[src/rtl/replica_pkg.sv]
// Shared types for the replica-exchange node: index/distance
// types, pairing modes, FSM states and LFSR feedback taps.
package replica_pkg;

  localparam int DIS_W_DEF   = 32;
  localparam int REP_LOG_DEF = 3;

  typedef logic [DIS_W_DEF-1:0]   rep_total_t;
  typedef logic [REP_LOG_DEF-1:0] rep_idx_t;

  typedef enum logic [1:0] {
    PAIR_EVEN = 2'd0,
    PAIR_ODD  = 2'd1,
    PAIR_ALT  = 2'd2
  } pair_mode_t;

  typedef enum logic [1:0] {
    EX_IDLE  = 2'd0,
    EX_TEST  = 2'd1,
    EX_ISSUE = 2'd2,
    EX_DONE  = 2'd3
  } ex_state_t;

  // x^16+x^14+x^13+x^11, right-shifting form:
  // feedback from bits 0,2,3,5 into bit 15
  localparam logic [15:0] LFSR_TAPS = 16'h002D;

endpackage

[src/rtl/ex_lfsr.sv]
// Right-shifting Fibonacci LFSR used as the exchange random source.
// Ports: clk, reset (async high), adv (step enable), value (state).
module ex_lfsr
  import replica_pkg::*;
#(
  parameter int               RND_W = 16,
  parameter logic [RND_W-1:0] SEED  = 16'hACE1,
  parameter logic [RND_W-1:0] TAPS  = LFSR_TAPS
) (
  input  logic             clk,
  input  logic             reset,
  input  logic             adv,
  output logic [RND_W-1:0] value
);

  always_ff @(posedge clk or posedge reset) begin
    if (reset) begin
      value <= SEED;
    end else if (adv) begin
      value <= {^(value & TAPS), value[RND_W-1:1]};
    end
  end

endmodule

[src/rtl/replica_exchange_node.sv]
// Per-node replica exchange: holds REP_NUM distances, tests adjacent
// pairs of one parity per round, swaps accepted pairs and issues a
// swap command per accept over valid/ready.
// Ports: dis_*/thr_* writes, shift_* host scan, start/mode/busy/done
// round control, ex_valid/ex_idx/ex_ready swap command, swap_cnt.
module replica_exchange_node
  import replica_pkg::*;
#(
  parameter int               REP_NUM = 8,
  parameter int               REP_LOG = 3,
  parameter int               DIS_W   = 32,
  parameter int               RND_W   = 16,
  parameter logic [RND_W-1:0] SEED    = 16'hACE1
) (
  input  logic               clk,
  input  logic               reset,
  input  logic               dis_we,
  input  logic [REP_LOG-1:0] dis_widx,
  input  logic [DIS_W-1:0]   dis_wdata,
  input  logic               thr_we,
  input  logic [REP_LOG-1:0] thr_widx,
  input  logic [DIS_W-1:0]   thr_wdata,
  input  logic               shift_en,
  input  logic [DIS_W-1:0]   shift_in,
  output logic [DIS_W-1:0]   shift_out,
  input  logic               start,
  input  logic [1:0]         mode,
  output logic               busy,
  output logic               done,
  output logic               ex_valid,
  output logic [REP_LOG-1:0] ex_idx,
  input  logic               ex_ready,
  output logic [15:0]        swap_cnt
);

  localparam int PW = DIS_W + RND_W;

  logic [DIS_W-1:0]   d   [REP_NUM];
  logic [DIS_W-1:0]   thr [REP_NUM];

  ex_state_t          state;
  pair_mode_t         mode_r;
  pair_mode_t         mode_n;
  logic               alt;
  logic [REP_LOG-1:0] idx;
  logic [REP_LOG-1:0] idx_hi;
  logic [RND_W-1:0]   rnd;

  logic               par;
  logic               par_last;
  logic [REP_LOG:0]   nxt;
  logic               nxt_last;
  logic [DIS_W:0]     diff;
  logic [PW-1:0]      prod;
  logic [PW-1:0]      lim;
  logic               accept;
  logic               in_idle;

  ex_lfsr #(
    .RND_W (RND_W),
    .SEED  (SEED)
  ) u_lfsr (
    .clk   (clk),
    .reset (reset),
    .adv   (state == EX_TEST),
    .value (rnd)
  );

  // Reserved mode 3 behaves as even pairing.
  always_comb begin
    mode_n = PAIR_EVEN;
    case (mode)
      2'd1:    mode_n = PAIR_ODD;
      2'd2:    mode_n = PAIR_ALT;
      default: mode_n = PAIR_EVEN;
    endcase
  end

  always_comb begin
    par = 1'b0;
    if (mode_n == PAIR_ODD) par = 1'b1;
    if (mode_n == PAIR_ALT) par = alt;
  end

  assign par_last = (int'(par) + 1) >= REP_NUM;

  assign idx_hi   = idx + REP_LOG'(1);
  assign nxt      = {1'b0, idx} + (REP_LOG + 1)'(2);
  assign nxt_last = (int'(nxt) + 1) >= REP_NUM;

  // Unsigned operands widened by one bit so the sign bit
  // of diff tells whether the upper replica is shorter.
  assign diff = {1'b0, d[idx_hi]} - {1'b0, d[idx]};
  assign prod = {{RND_W{1'b0}}, thr[idx]} * {{DIS_W{1'b0}}, rnd};
  assign lim  = prod >> RND_W;

  assign accept = diff[DIS_W]
               || (diff == '0)
               || ({{RND_W{1'b0}}, diff[DIS_W-1:0]} < lim);

  assign in_idle   = (state == EX_IDLE);
  assign busy      = !in_idle;
  assign done      = (state == EX_DONE);
  assign ex_valid  = (state == EX_ISSUE);
  assign ex_idx    = idx;
  assign shift_out = d[REP_NUM-1];

  always_ff @(posedge clk or posedge reset) begin
    if (reset) begin
      state    <= EX_IDLE;
      mode_r   <= PAIR_EVEN;
      alt      <= 1'b0;
      idx      <= '0;
      swap_cnt <= '0;
    end else begin
      unique case (state)
        EX_IDLE: begin
          if (start) begin
            mode_r <= mode_n;
            idx    <= {{(REP_LOG-1){1'b0}}, par};
            state  <= par_last ? EX_DONE : EX_TEST;
          end
        end
        EX_TEST: begin
          if (accept) begin
            if (swap_cnt != 16'hFFFF) swap_cnt <= swap_cnt + 16'd1;
            state <= EX_ISSUE;
          end else begin
            idx   <= nxt[REP_LOG-1:0];
            state <= nxt_last ? EX_DONE : EX_TEST;
          end
        end
        EX_ISSUE: begin
          if (ex_ready) begin
            idx   <= nxt[REP_LOG-1:0];
            state <= nxt_last ? EX_DONE : EX_TEST;
          end
        end
        EX_DONE: begin
          if (mode_r == PAIR_ALT) alt <= ~alt;
          state <= EX_IDLE;
        end
      endcase
    end
  end

  // Host access only while idle; the swap of an accepted
  // pair lands on the same edge that leaves TEST.
  always_ff @(posedge clk or posedge reset) begin
    if (reset) begin
      for (int k = 0; k < REP_NUM; k++) begin
        d[k]   <= '0;
        thr[k] <= '0;
      end
    end else if (in_idle) begin
      if (shift_en) begin
        d[0] <= shift_in;
        for (int k = 1; k < REP_NUM; k++) d[k] <= d[k-1];
      end else if (dis_we && (int'(dis_widx) < REP_NUM)) begin
        d[dis_widx] <= dis_wdata;
      end
      if (thr_we && (int'(thr_widx) < REP_NUM)) begin
        thr[thr_widx] <= thr_wdata;
      end
    end else if ((state == EX_TEST) && accept) begin
      d[idx]    <= d[idx_hi];
      d[idx_hi] <= d[idx];
    end
  end

endmodule

[config.mk]
export PLATFORM = sky130hd
export DESIGN_NAME = replica_exchange_node
export DESIGN_NICKNAME = d
export VERILOG_FILES = /design/src/rtl/replica_pkg.sv /design/src/rtl/ex_lfsr.sv /design/src/rtl/replica_exchange_node.sv
export SDC_FILE = /design/constraint.sdc
export NUM_CORES = 2
export LEC_CHECK = 0
export ABC_CLOCK_PERIOD_IN_PS = 23500
export BUFFER_PORTS_ARGS = -buffer_cell sky130_fd_sc_hd__buf_4
export CORE_MARGIN = 2
export CORE_UTILIZATION = 30
export CTS_BUF_LIST = sky130_fd_sc_hd__clkbuf_8 sky130_fd_sc_hd__clkbuf_16
export DETAILED_ROUTE_END_ITERATION = 16
export GPL_TIMING_DRIVEN = 0
export PLACE_DENSITY_LB_ADDON = 0.05
export SLEW_MARGIN = 5
export SYNTH_ARGS = -nofsm -noshare
export SYNTH_HDL_FRONTEND = slang
export SYNTH_SLANG_ARGS = --single-unit
[constraint.sdc]
create_clock -name clk -period 23.5 [get_ports clk]
set_input_delay 4.7 -clock clk [delete_from_list [all_inputs] [get_ports clk]]
set_output_delay 4.7 -clock clk [all_outputs]
set_load 0.02 [all_outputs]
==> summary.md <==
| Metric | Value |
|---|---|
| CP endpoint kind | register |
| Outcome | complete, but fails checks |
| RSZ-0062 raised after global routing | false |
| CORE AREA | 170000 um^2 |
| Largest net degree at the start of global routing | 102 |
| Vias per Instance | 5.69 |
| Via Count | 43100 |
| Worst min-delay path startpoint | alt |
| DR iter-0 viols | 3903 |
| H-Tree Depth | 3 |
| Number of port buffers | 160 |
| Core Rows | 151 |
| Failing checks | capacitance limit, slew limit |
| First-pass GRT wire length | 344 mm |
| Yosys warnings | 0 |
| Antenna-violating nets left | 0 |
| TritonRoute pass-1 iters | 6 |
| Synth Instances | 5044 |
| MaxCap Viol Count | 6 |
| Worst-path clk slew | 0.06 ns |
| Pre-CTS WS | 6.23 ns |
| Slew Limit Fails | 44 |
| # IOs | 165 |
| CP arrival | 17.74 ns |
| Async S/R FF share, synth | 100% |
| CP delay by family, top | buffers and inverters |
| Clk_skew | 0.0286 ns |
| Worst min-delay path class | reg -> reg |
| Critical Path Fanout Max | 10 |
| Most used DFF post-synth | dfrtp_1 |
| Simple-gate share of the synthesized area | 9.21% |
| Die footprint | 175000 um^2 |
| Clock latency on the worst-skew pair | 0.70 ns |
| Hpwl dp | 175 mm |
| CTS sink count | 552 |
| Die Ht | 418 um |
| Post-synthesis adder-cell area fraction | 21.0% |
| Vias in the first global route | 44800 |
| Worst path max stage delay | 0.81 ns |
| Initial antenna violation count | 16 |
| R2R depth | 43 |
| Post-synthesis mux area share | 17.9% |
| Reg-to-reg startpoint | ex_idx[0] |
| Max-slew headroom | -7.34% |
| Post-synthesis sequential area ratio | 26.9% |
| Worst setup SP type | register |
| Worst hold path stage count | 1 |
| Starting Density | 30.3% |
| Final Critical Period | 17.19 ns |
| Synth unique cells | 77 |
| Total gr overflow | 0 |
| Crit path kind | reg -> reg |
| # Post-CTS Setup Buffers | 0 |
| Die width | 418 um |
| Final worst slack | 6.31 ns |
| WL final | 242 mm |
| Highest Clock Rate | 0.0582 GHz |
| CP max stage cell | buf_1 |
| GPL Wtd Cong | 0.911 |
| Wire length per cell | 31.9 um |
| Worst Hold End | alt |
| Post-synth EDFFs | 0 |
| Synthesized cell area | 51400 um^2 |
| DRC viols | 0 |
| CTS buffer count | 71 |
| GRT Overall Usage | 27.5% |
| Final net count | 6017 |
| WP data required | 24.05 ns |
| Main combinational cell family by area after synthesis | adder cells |
| Hold buffer count at cts | 0 |
| Fin crit share | 73.1% |
| Compound-cell area share of the yosys netlist | 16.1% |
| Syn avg cell area | 10.2 um^2 |
| Layout cells sized above 1 | 19.0% |
| Endpoints failing setup | 0 |
| Clk buf depth | 3 |
| R2r endpoint | shift_out[11] |
| CTS tree | done |
| Critical path buffer and inverter count | 11 |
| Root Buffer | clkbuf_16 |
| Post-Syn Nets | 5766 |
| Flop2flop setup slack | 6.31 ns |
| Final hold vios | 0 |
| Worst Tran Pin Value | 1.61 ns |
| FF+latch count, synth | 552 |
| XOR/XNOR share of the synthesized area | 1.23% |
| CTS resizes | 0 |
| Synthesis-to-layout area growth | 13.4% |
## area by class of cell
type                            instances  area [um^2]
Antenna cell                            8         20.0
Buffer                                482         2000
Clock buffer                           89         2020
Clock inverter                         39          492
Fill cell                           17400       112000
Inverter                              521         1960
Multi-Input combinational cell       3489        33700
Sequential cell                       552        13800
Tap cell                             2218         2780
Timing Repair Buffer                  178         1510
## synthesized netlist by cell type (all sizes together) (31+ instances only)
library cell  number  area (um^2)
inv              520         1950
ha               193         2410
nor2b             64          400
a22oi            130          976
mux2i             37          370
mux4             128         2880
and2             169         1060
a221oi           258         2260
nor2              68          255
o22a             248         2170
fa               418         8370
xor2              31          272
and4              34          298
a21o              32          240
dfrtp            544        13600
a21oi            321         1610
clkbuf           360         1350
nand2            502         1880
xnor2             41          359
o21ai             65          325
buf              122          629
mux2             530         5970
## worst reg2reg max path, delay by kind of cell (launching register included)
kind | cells | cell delay [ns]
fa+ha+maj | 8 | 3.76
mux | 2 | 0.74
xor+xnor | 1 | 0.14
buf+inv | 11 | 5.40
compound gates | 10 | 3.34
simple gates | 11 | 3.16
flops | 1 | 0.52
## layout by cell type (no fill, tap or decap), types with 128 or more instances in the layout
| cell type | n |
|---|---|
| a221oi_1 | 258 |
| a21oi_1 | 321 |
| nand2_1 | 502 |
| ha_1 | 193 |
| a22oi_1 | 130 |
| buf_4 | 192 |
| mux2_2 | 486 |
| clkbuf_1 | 347 |
| dfrtp_1 | 544 |
| o22a_1 | 248 |
| and2_1 | 168 |
| fa_1 | 418 |
| inv_1 | 530 |
| mux4_2 | 128 |
## how the worst max path moves through the flow
stage,startpoint,endpoint,slack [ns],cells after the start
after floorplan,reset,alt,3.38,1
after global placement,reset,shift_out[23],-6.16,2
after detailed placement,ex_idx[0],shift_out[11],6.23,43
after CTS,ex_idx[0],shift_out[11],6.12,43
after global routing,ex_idx[0],shift_out[11],5.31,43
final,ex_idx[0],shift_out[11],6.31,43
## logic make-up (layout without fill, tap and decap cells)
logic type	count (synthesis)	after routing
AO/OA/AOI/OAI	1138	1138
AND/OR/NAND/NOR	973	973
other	0	8
flip-flops	552	552
multiplexers	695	695
buffers and inverters	1003	1309
XOR/XNOR	72	72
adder cells (fa/ha/maj)	611	611
## registers in the layout, indices dropped and copies added, names as in the netlist
register      cells
mode_r            2
state             2
d               224
thr             256
shift_out        32
alt               1
u_lfsr.value     16
ex_idx            3
swap_cnt         16
## per-layer routing
layer  vias up  track usage, %  part of all wire [%]
met5         -               0                0.0054
met4         2            10.4                   4.0
met3       430            5.78                   7.3
met2      1728            42.6                    45
met1     22600            37.7                    44
li1      18400               -                     -
## through the flow
step | instances | instance area, um^2 | TNS, ns | util, % | hold slack, ns
6_report | 7576 | 58300 | 0 | 34.3 | 0.480
2_1_floorplan | 5044 | 51400 | 0 | - | 0.442
3_5_place_dp | 7440 | 55800 | 0 | 32.8 | 0.483
3_3_place_gp | 7422 | 55400 | -3250.27 | 32.6 | 0.456
5_1_grt | 7572 | 58300 | 0 | 34.3 | 0.506
4_1_cts | 7568 | 58300 | 0 | 34.3 | 0.493
Power is not shown: default switching activity piles up to over one toggle a cycle in this logic, so the estimate is an artifact.
